$ cat config.mk
export PLATFORM = sky130hd
export DESIGN_NAME = cache_ctrl_nway
export DESIGN_NICKNAME = d
export VERILOG_FILES = /design/src/rtl/cache_ctrl_nway.sv
export SDC_FILE = /design/constraint.sdc
export NUM_CORES = 1
export LEC_CHECK = 0
export CORE_MARGIN = 2
export CORE_UTILIZATION = 50
export CTS_CLUSTER_SIZE = 25
export DETAILED_ROUTE_END_ITERATION = 10
export DONT_BUFFER_PORTS = 1
export HOLD_SLACK_MARGIN = 0.05
export PLACE_DENSITY = 0.68
export REMOVE_ABC_BUFFERS = 1
export SETUP_SLACK_MARGIN = 0.15
export SLEW_MARGIN = 20
export SYNTH_ARGS = -nofsm -noshare
export SYNTH_HDL_FRONTEND = slang
export SYNTH_SLANG_ARGS = --single-unit
$ cat constraint.sdc
create_clock -name clk -period 16.3 [get_ports clk]
set_input_delay 4.89 -clock clk [delete_from_list [all_inputs] [get_ports clk]]
set_output_delay 4.89 -clock clk [all_outputs]
set_load 0.02 [all_outputs]
$ cat src/rtl/cache_ctrl_nway.sv
// cache_ctrl_nway: blocking 1/2-way write-back cache controller with per-set LRU,
// dirty-victim writeback and pipelined multi-word line fill.
module cache_ctrl_nway #(
  parameter int ADDR_W  = 16,
  parameter int DATA_W  = 16,
  parameter int INDEX_W = 8,
  parameter int WORDS   = 4,
  parameter int WAYS    = 2,
  parameter int MEM_LAT = 2,
  parameter int OFF_W   = $clog2(WORDS),
  parameter int TAG_W   = ADDR_W - INDEX_W - OFF_W - 1
) (
  input  logic                     clk,
  input  logic                     rst,
  input  logic                     Rd,
  input  logic                     Wr,
  input  logic [ADDR_W-1:0]        Addr,
  input  logic [DATA_W-1:0]        DataIn,
  output logic [DATA_W-1:0]        DataOut,
  output logic                     Done,
  output logic                     CacheHit,
  output logic                     Stall,
  output logic                     err,
  output logic [WAYS-1:0]          cache_en,
  output logic [INDEX_W-1:0]       cache_index,
  output logic [OFF_W:0]           cache_offset,
  output logic                     cache_cmp,
  output logic                     cache_wr,
  output logic [TAG_W-1:0]         cache_tag_in,
  output logic [DATA_W-1:0]        cache_data_in,
  output logic                     cache_valid_in,
  input  logic [WAYS-1:0]          cache_hit,
  input  logic [WAYS-1:0]          cache_dirty,
  input  logic [WAYS-1:0]          cache_valid,
  input  logic [WAYS*TAG_W-1:0]    cache_tag_out,
  input  logic [WAYS*DATA_W-1:0]   cache_data_out,
  output logic [ADDR_W-1:0]        mem_addr,
  output logic [DATA_W-1:0]        mem_data_in,
  output logic                     mem_rd,
  output logic                     mem_wr,
  input  logic [DATA_W-1:0]        mem_data_out,
  input  logic                     mem_stall
);
  typedef enum logic [2:0] {IDLE = 3'd0, WB = 3'd1, FILL = 3'd2, RETRY = 3'd3} state_t;
  state_t state_q, state_d;
  logic [TAG_W-1:0] tag_q, tag_d, vtag_q, vtag_d;
  logic [INDEX_W-1:0] idx_q, idx_d;
  logic [OFF_W-1:0] off_q, off_d, ret_q, ret_d;
  logic [OFF_W:0] cnt_q, cnt_d;
  logic [DATA_W-1:0] din_q, din_d;
  logic wr_q, wr_d, v_q, v_d;
  logic [MEM_LAT-1:0] pipe_q, pipe_d;
  logic [2**INDEX_W-1:0] lru_q, lru_d;
  logic [TAG_W-1:0] a_tag;
  logic [INDEX_W-1:0] a_idx;
  logic [OFF_W-1:0] a_off;
  logic [WAYS-1:0] hv, v_en;
  logic hit_multi, hit_way, vict, vict_dirty;
  logic [DATA_W-1:0] vdata;
  assign a_tag = Addr[ADDR_W-1 -: TAG_W];
  assign a_idx = Addr[OFF_W+1 +: INDEX_W];
  assign a_off = Addr[1 +: OFF_W];
  assign hv = cache_hit & cache_valid;
  assign hit_multi = |(hv & (hv - WAYS'(1)));
  assign hit_way = (WAYS > 1) ? hv[WAYS-1] : 1'b0;
  // Prefer an empty way; otherwise the set's LRU bit names the victim.
  assign vict = (WAYS == 1 || !cache_valid[0]) ? 1'b0 : (!cache_valid[WAYS-1] ? 1'b1 : lru_q[a_idx]);
  assign vict_dirty = cache_valid[vict] & cache_dirty[vict];
  assign v_en = WAYS'(1) << v_q;
  assign vdata = cache_data_out[v_q*DATA_W +: DATA_W];
  always_comb begin
    state_d = state_q;
    tag_d = tag_q;
    vtag_d = vtag_q;
    idx_d = idx_q;
    off_d = off_q;
    ret_d = ret_q;
    cnt_d = cnt_q;
    din_d = din_q;
    wr_d = wr_q;
    v_d = v_q;
    lru_d = lru_q;
    pipe_d = pipe_q << 1;
    DataOut = '0;
    Done = 1'b0;
    CacheHit = 1'b0;
    Stall = 1'b0;
    err = 1'b0;
    cache_en = '0;
    cache_index = idx_q;
    cache_offset = {off_q, 1'b0};
    cache_cmp = 1'b0;
    cache_wr = 1'b0;
    cache_tag_in = tag_q;
    cache_data_in = din_q;
    mem_addr = '0;
    mem_data_in = '0;
    mem_rd = 1'b0;
    mem_wr = 1'b0;
    case (state_q)
      IDLE: if (Rd || Wr) begin
        cache_index = a_idx;
        cache_offset = {a_off, 1'b0};
        cache_tag_in = a_tag;
        cache_data_in = DataIn;
        if ((Rd && Wr) || Addr[0]) err = 1'b1;
        else begin
          cache_en = '1;
          cache_cmp = 1'b1;
          cache_wr = Wr & ~hit_multi;
          if (hit_multi) err = 1'b1;
          else if (|hv) begin
            Done = 1'b1;
            CacheHit = 1'b1;
            DataOut = cache_data_out[hit_way*DATA_W +: DATA_W];
            if (WAYS > 1) lru_d[a_idx] = ~hit_way;
          end else begin
            tag_d = a_tag;
            idx_d = a_idx;
            off_d = a_off;
            din_d = DataIn;
            wr_d = Wr;
            v_d = vict;
            vtag_d = cache_tag_out[vict*TAG_W +: TAG_W];
            cnt_d = '0;
            ret_d = '0;
            state_d = vict_dirty ? WB : FILL;
          end
        end
      end
      WB: begin
        Stall = 1'b1;
        cache_en = v_en;
        cache_offset = {cnt_q[OFF_W-1:0], 1'b0};
        mem_wr = 1'b1;
        mem_addr = {vtag_q, idx_q, cnt_q[OFF_W-1:0], 1'b0};
        mem_data_in = vdata;
        if (!mem_stall) begin
          cnt_d = cnt_q + 1'b1;
          if (cnt_q == (OFF_W+1)'(WORDS - 1)) begin
            cnt_d = '0;
            state_d = FILL;
          end
        end
      end
      FILL: begin
        Stall = 1'b1;
        if (cnt_q != (OFF_W+1)'(WORDS)) begin
          mem_rd = 1'b1;
          mem_addr = {tag_q, idx_q, cnt_q[OFF_W-1:0], 1'b0};
          if (!mem_stall) begin
            cnt_d = cnt_q + 1'b1;
            pipe_d[0] = 1'b1;
          end
        end
        // Returns arrive in issue order, so a running count names the word.
        if (pipe_q[MEM_LAT-1]) begin
          cache_en = v_en;
          cache_wr = 1'b1;
          cache_offset = {ret_q, 1'b0};
          cache_data_in = mem_data_out;
          ret_d = ret_q + 1'b1;
          if (ret_q == OFF_W'(WORDS - 1)) state_d = RETRY;
        end
      end
      RETRY: begin
        cache_en = v_en;
        cache_cmp = 1'b1;
        cache_wr = wr_q;
        Done = 1'b1;
        DataOut = wr_q ? '0 : vdata;
        cnt_d = '0;
        if (WAYS > 1) lru_d[idx_q] = ~v_q;
        state_d = IDLE;
      end
      default: begin
        err = 1'b1;
        state_d = IDLE;
      end
    endcase
    cache_valid_in = cache_wr;
    if (rst) begin
      DataOut = '0;
      Done = 1'b0;
      CacheHit = 1'b0;
      Stall = 1'b0;
      err = 1'b0;
      cache_en = '0;
      cache_wr = 1'b0;
      cache_cmp = 1'b0;
      cache_valid_in = 1'b0;
      mem_rd = 1'b0;
      mem_wr = 1'b0;
    end
  end
  always_ff @(posedge clk or posedge rst) begin
    if (rst) begin
      state_q <= IDLE;
      tag_q <= '0;
      vtag_q <= '0;
      idx_q <= '0;
      off_q <= '0;
      ret_q <= '0;
      cnt_q <= '0;
      din_q <= '0;
      wr_q <= 1'b0;
      v_q <= 1'b0;
      lru_q <= '0;
      pipe_q <= '0;
    end else begin
      state_q <= state_d;
      tag_q <= tag_d;
      vtag_q <= vtag_d;
      idx_q <= idx_d;
      off_q <= off_d;
      ret_q <= ret_d;
      cnt_q <= cnt_d;
      din_q <= din_d;
      wr_q <= wr_d;
      v_q <= v_d;
      lru_q <= lru_d;
      pipe_q <= pipe_d;
    end
  end
endmodule

==> results.md <==
- Worst-skew pair later-pin latency: 0.58 ns
- Worst slew pin tran: 1.30 ns
- CTS Hold Bufs: 0
- GRT Util Overall: 38.4%
- Final worst-path cycle share: 77.7%
- R2R setup slack: 12.60 ns
- Die Area: 0.0456 mm^2
- HP Start: pipe_q[0]
- WL final: 89900 um
- Power Density: around 130 mW/mm^2
- CTS tree: done
- Post-layout util: between 50 and 60%
- Worst R2R End: lru_q[174]
- Vias per inst: 7.65
- Filler instances: around 3.9k
- Area of the multi-input gates: approximately 0.013 mm^2
- Routability Congestion: 0.926
- Worst Hold Class: reg2reg
- Placement Setup Slack: 3.38 ns
- Maxcap violations: 0
- Postcts setup bufs: 0
- Initial Utilization: about half
- EDFF count, synth: 0
- Yosys cell types: 67
- Clk slew on worst S/H paths: 0.06 ns
- DP HPWL: 51600 um
- WP data arrival: 7.77 ns
- Worst r2r src: state_q[1]
- Post-layout worst setup margin: between 3 and 4 ns
- Reg2reg path depth: 10
- Period minus WS final: 12.66 ns
- Worst hold endpoint: pipe_q[1]
- Fraction of layout cells with a size suffix above 1: under 10%
- Required time worst endpoint: 11.41 ns
- CP endpoint kind: primary output
- Number of synthesized register bits: 303
- Crit-path max FO: 16
- Syn-to-layout area delta: 5.52%
- Antenna violations before repair: 3
- Register Area: around 0.0076 mm^2
- DR pass1 iterations: 9
- IO Pins: 192
- Synth Area per Inst: 8.40 um^2
- Predominant post-synthesis flop cell: dfrtp_1
- WL per Instance: 30.0 um
- Max VDD drop: between 0.0001 and 0.00015 V
- Post-DRT Antenna Nets: 0
- First-pass GRT wire length: 132000 um
- Routed vias: 22.9k
- Worst slew margin: 13.3%
- Count of input and output buffers: 0
- Critical Setup Path Class: in2out
- Hold Crit Depth: 0
- DR iter-0 viols: 4122
- Final hold violation count: 0
- Fmax: 79.0 MHz
- DP Cell Count: roughly 2.9k
- Critical path startpoint category: input pin
- Setup TNS: 0 ns
- Post-Synthesis Cells: approximately 2.6k
- Fin nets: 2497
- Largest net degree at the start of global routing: slightly above 300
- Num CTS Buffers: 36
- Clock sinks: just over 300
- Yosys warnings: 0
- CTS max path bufs: 3
- Async SR Flop Fraction: 100%
- Grt ovf: 0
- Post-CTS resize count: 0
- Vias in the first global route: 20.9k
- H-tree lvl count: 2
- Final setup viols: 0
- Final Non-Filler Cells: 2998
- Leakage: about 8.1 nW
- DR DRC count: 0
- Seq/Total Area, Yosys: 34.6%
- FP Rows: 76
- Count of pins over their slew limit: 0
- Clk_skew: approximately 0.026 ns
- Hold_ws: 0.366 ns
- Status: finished clean
- RSZ-0062 raised after global routing: false
- Horiz. Die Dim: 213 um
- Die height: 213 um
- Root Buffer: clkbuf_16
- Synth Cell Area: 0.0219 mm^2
- Total core area: 0.0432 mm^2
==> logic make-up (layout without fill, tap and decap cells) <==
kind of cell | Yosys count | after routing | share of synthesized area (%)
AO/OA/AOI/OAI | 889 | 889 | 30.5
XOR/XNOR | 1 | 1 | 0.0399
adder cells (fa/ha/maj) | 12 | 12 | 0.685
buffers and inverters | 359 | 157 | 6.83
flip-flops | 303 | 303 | 34.6
multiplexers | 102 | 102 | 7.92
other | 1 | 4 | 0.0171
AND/OR/NAND/NOR | 945 | 945 | 19.4
==> layout by cell type (no fill, tap or decap), types with 3 or more instances in the layout <==
cell	netlist	layout
o221ai_1	258	258
nand4_1	8	8
o21ai_0	12	11
mux2i_1	44	44
nor3_1	271	265
clkinv_2	0	4
buf_4	8	53
mux2_2	3	3
a21oi_1	13	13
clkbuf_16	0	37
nand2_1	212	206
nand3_1	41	41
ha_1	12	11
nand2_2	0	6
inv_1	32	31
clkbuf_1	277	11
a211oi_1	8	8
dfrtp_1	303	303
and2_1	13	13
nor2_1	314	307
mux4_2	48	48
a222oi_1	18	18
nand3b_1	4	4
o21a_1	257	257
nand2b_1	14	14
bufinv_16	0	3
o22ai_1	5	3
nor2_2	0	7
mux4_1	6	6
nor3_2	0	6
a22oi_1	33	33
nor2b_1	45	44
a31oi_1	257	257
or3_1	7	7
o211ai_1	7	7
clkbuf_8	0	7
==> registers in the layout, indices dropped and copies added, names as in the netlist <==
register / flops
state_q: 2
tag_q: 5
cnt_q: 3
ret_q: 2
off_q: 2
din_q: 16
vtag_q: 5
pipe_q: 2
wr_q: 1
idx_q: 8
lru_q: 256
v_q: 1
==> area by class of cell <==
cell class	count	area share, %
multi-input combinational	1951	56.1
sequential	303	32.8
clock buffer	55	4.60
tap	585	3.16
timing repair buffer	59	2.23
clock inverter	10	0.584
inverter	33	0.568
antenna	2	0.0216
==> power by group <==
part           internal [mW]  total [mW]  leakage [nW]  switching (mW)
sequential             0.877        1.00          4.15           0.126
clock                  0.498       0.847         0.587           0.349
combinational          0.301        1.24          3.36           0.937
total                   1.68        3.09          8.09            1.41
==> critical path, cell delays in order <==
cell and delay (ns):
nand2_1 0.11, clkinv_1 0.45, ha_1 0.44, a211o_1 0.25, or3_1 0.43, o22ai_2 0.62, a22oi_1 0.19, nor2_1 0.38
==> worst max-delay path by stage <==
stage               depth (start not counted)  slack [ns]     endpoint           start
CTS                                         8        3.38  DataOut[10]  cache_valid[1]
floorplan                                   5      -18.89     lru_q[0]      state_q[0]
finish                                      8        3.64  DataOut[10]  cache_valid[1]
global placement                            8        3.63  DataOut[10]  cache_valid[1]
detailed placement                          8        3.38  DataOut[10]  cache_valid[1]
global route                                8        3.56  DataOut[13]  cache_valid[1]
==> per-stage QoR <==
stage	instance area [um^2]	power (mW)
4_1_cts	23000	3.01
5_1_grt	23100	3.19
3_5_place_dp	21800	2.17
2_1_floorplan	20600	1.74
3_3_place_gp	21800	2.14
6_report	23100	3.09
==> layer usage <==
layer / share of wire, % / vias to the layer above / track usage (%)
met3: 15 / 419 / 11.9
met1: 36 / 11000 / 49.9
met5: 0.014 / - / 0
li1: - / 9552 / -
met2: 42 / 1960 / 56.3
met4: 7.1 / 2 / 22.9
==> Yosys cell counts (all sizes together) (8+ instances only) <==
| cell | number | area, um^2 |
|---|---|---|
| nor2 | 314 | 1180 |
| dfrtp | 303 | 7580 |
| clkbuf | 277 | 1040 |
| nor3 | 271 | 1360 |
| o221ai | 258 | 2260 |
| a31oi | 257 | 1610 |
| o21a | 257 | 1930 |
| nand2 | 212 | 796 |
| mux4 | 55 | 1260 |
| buf | 49 | 335 |
| nor2b | 46 | 295 |
| mux2i | 44 | 440 |
| nand3 | 42 | 215 |
| a22oi | 33 | 248 |
| inv | 32 | 120 |
| a222oi | 18 | 180 |
| nand2b | 14 | 87.6 |
| a21oi | 13 | 65.1 |
| and2 | 13 | 81.3 |
| o21ai | 13 | 65.1 |
| ha | 12 | 150 |
| a211oi | 9 | 72.6 |
| nand4 | 8 | 50.1 |
Power figures use the tool's default switching activity.
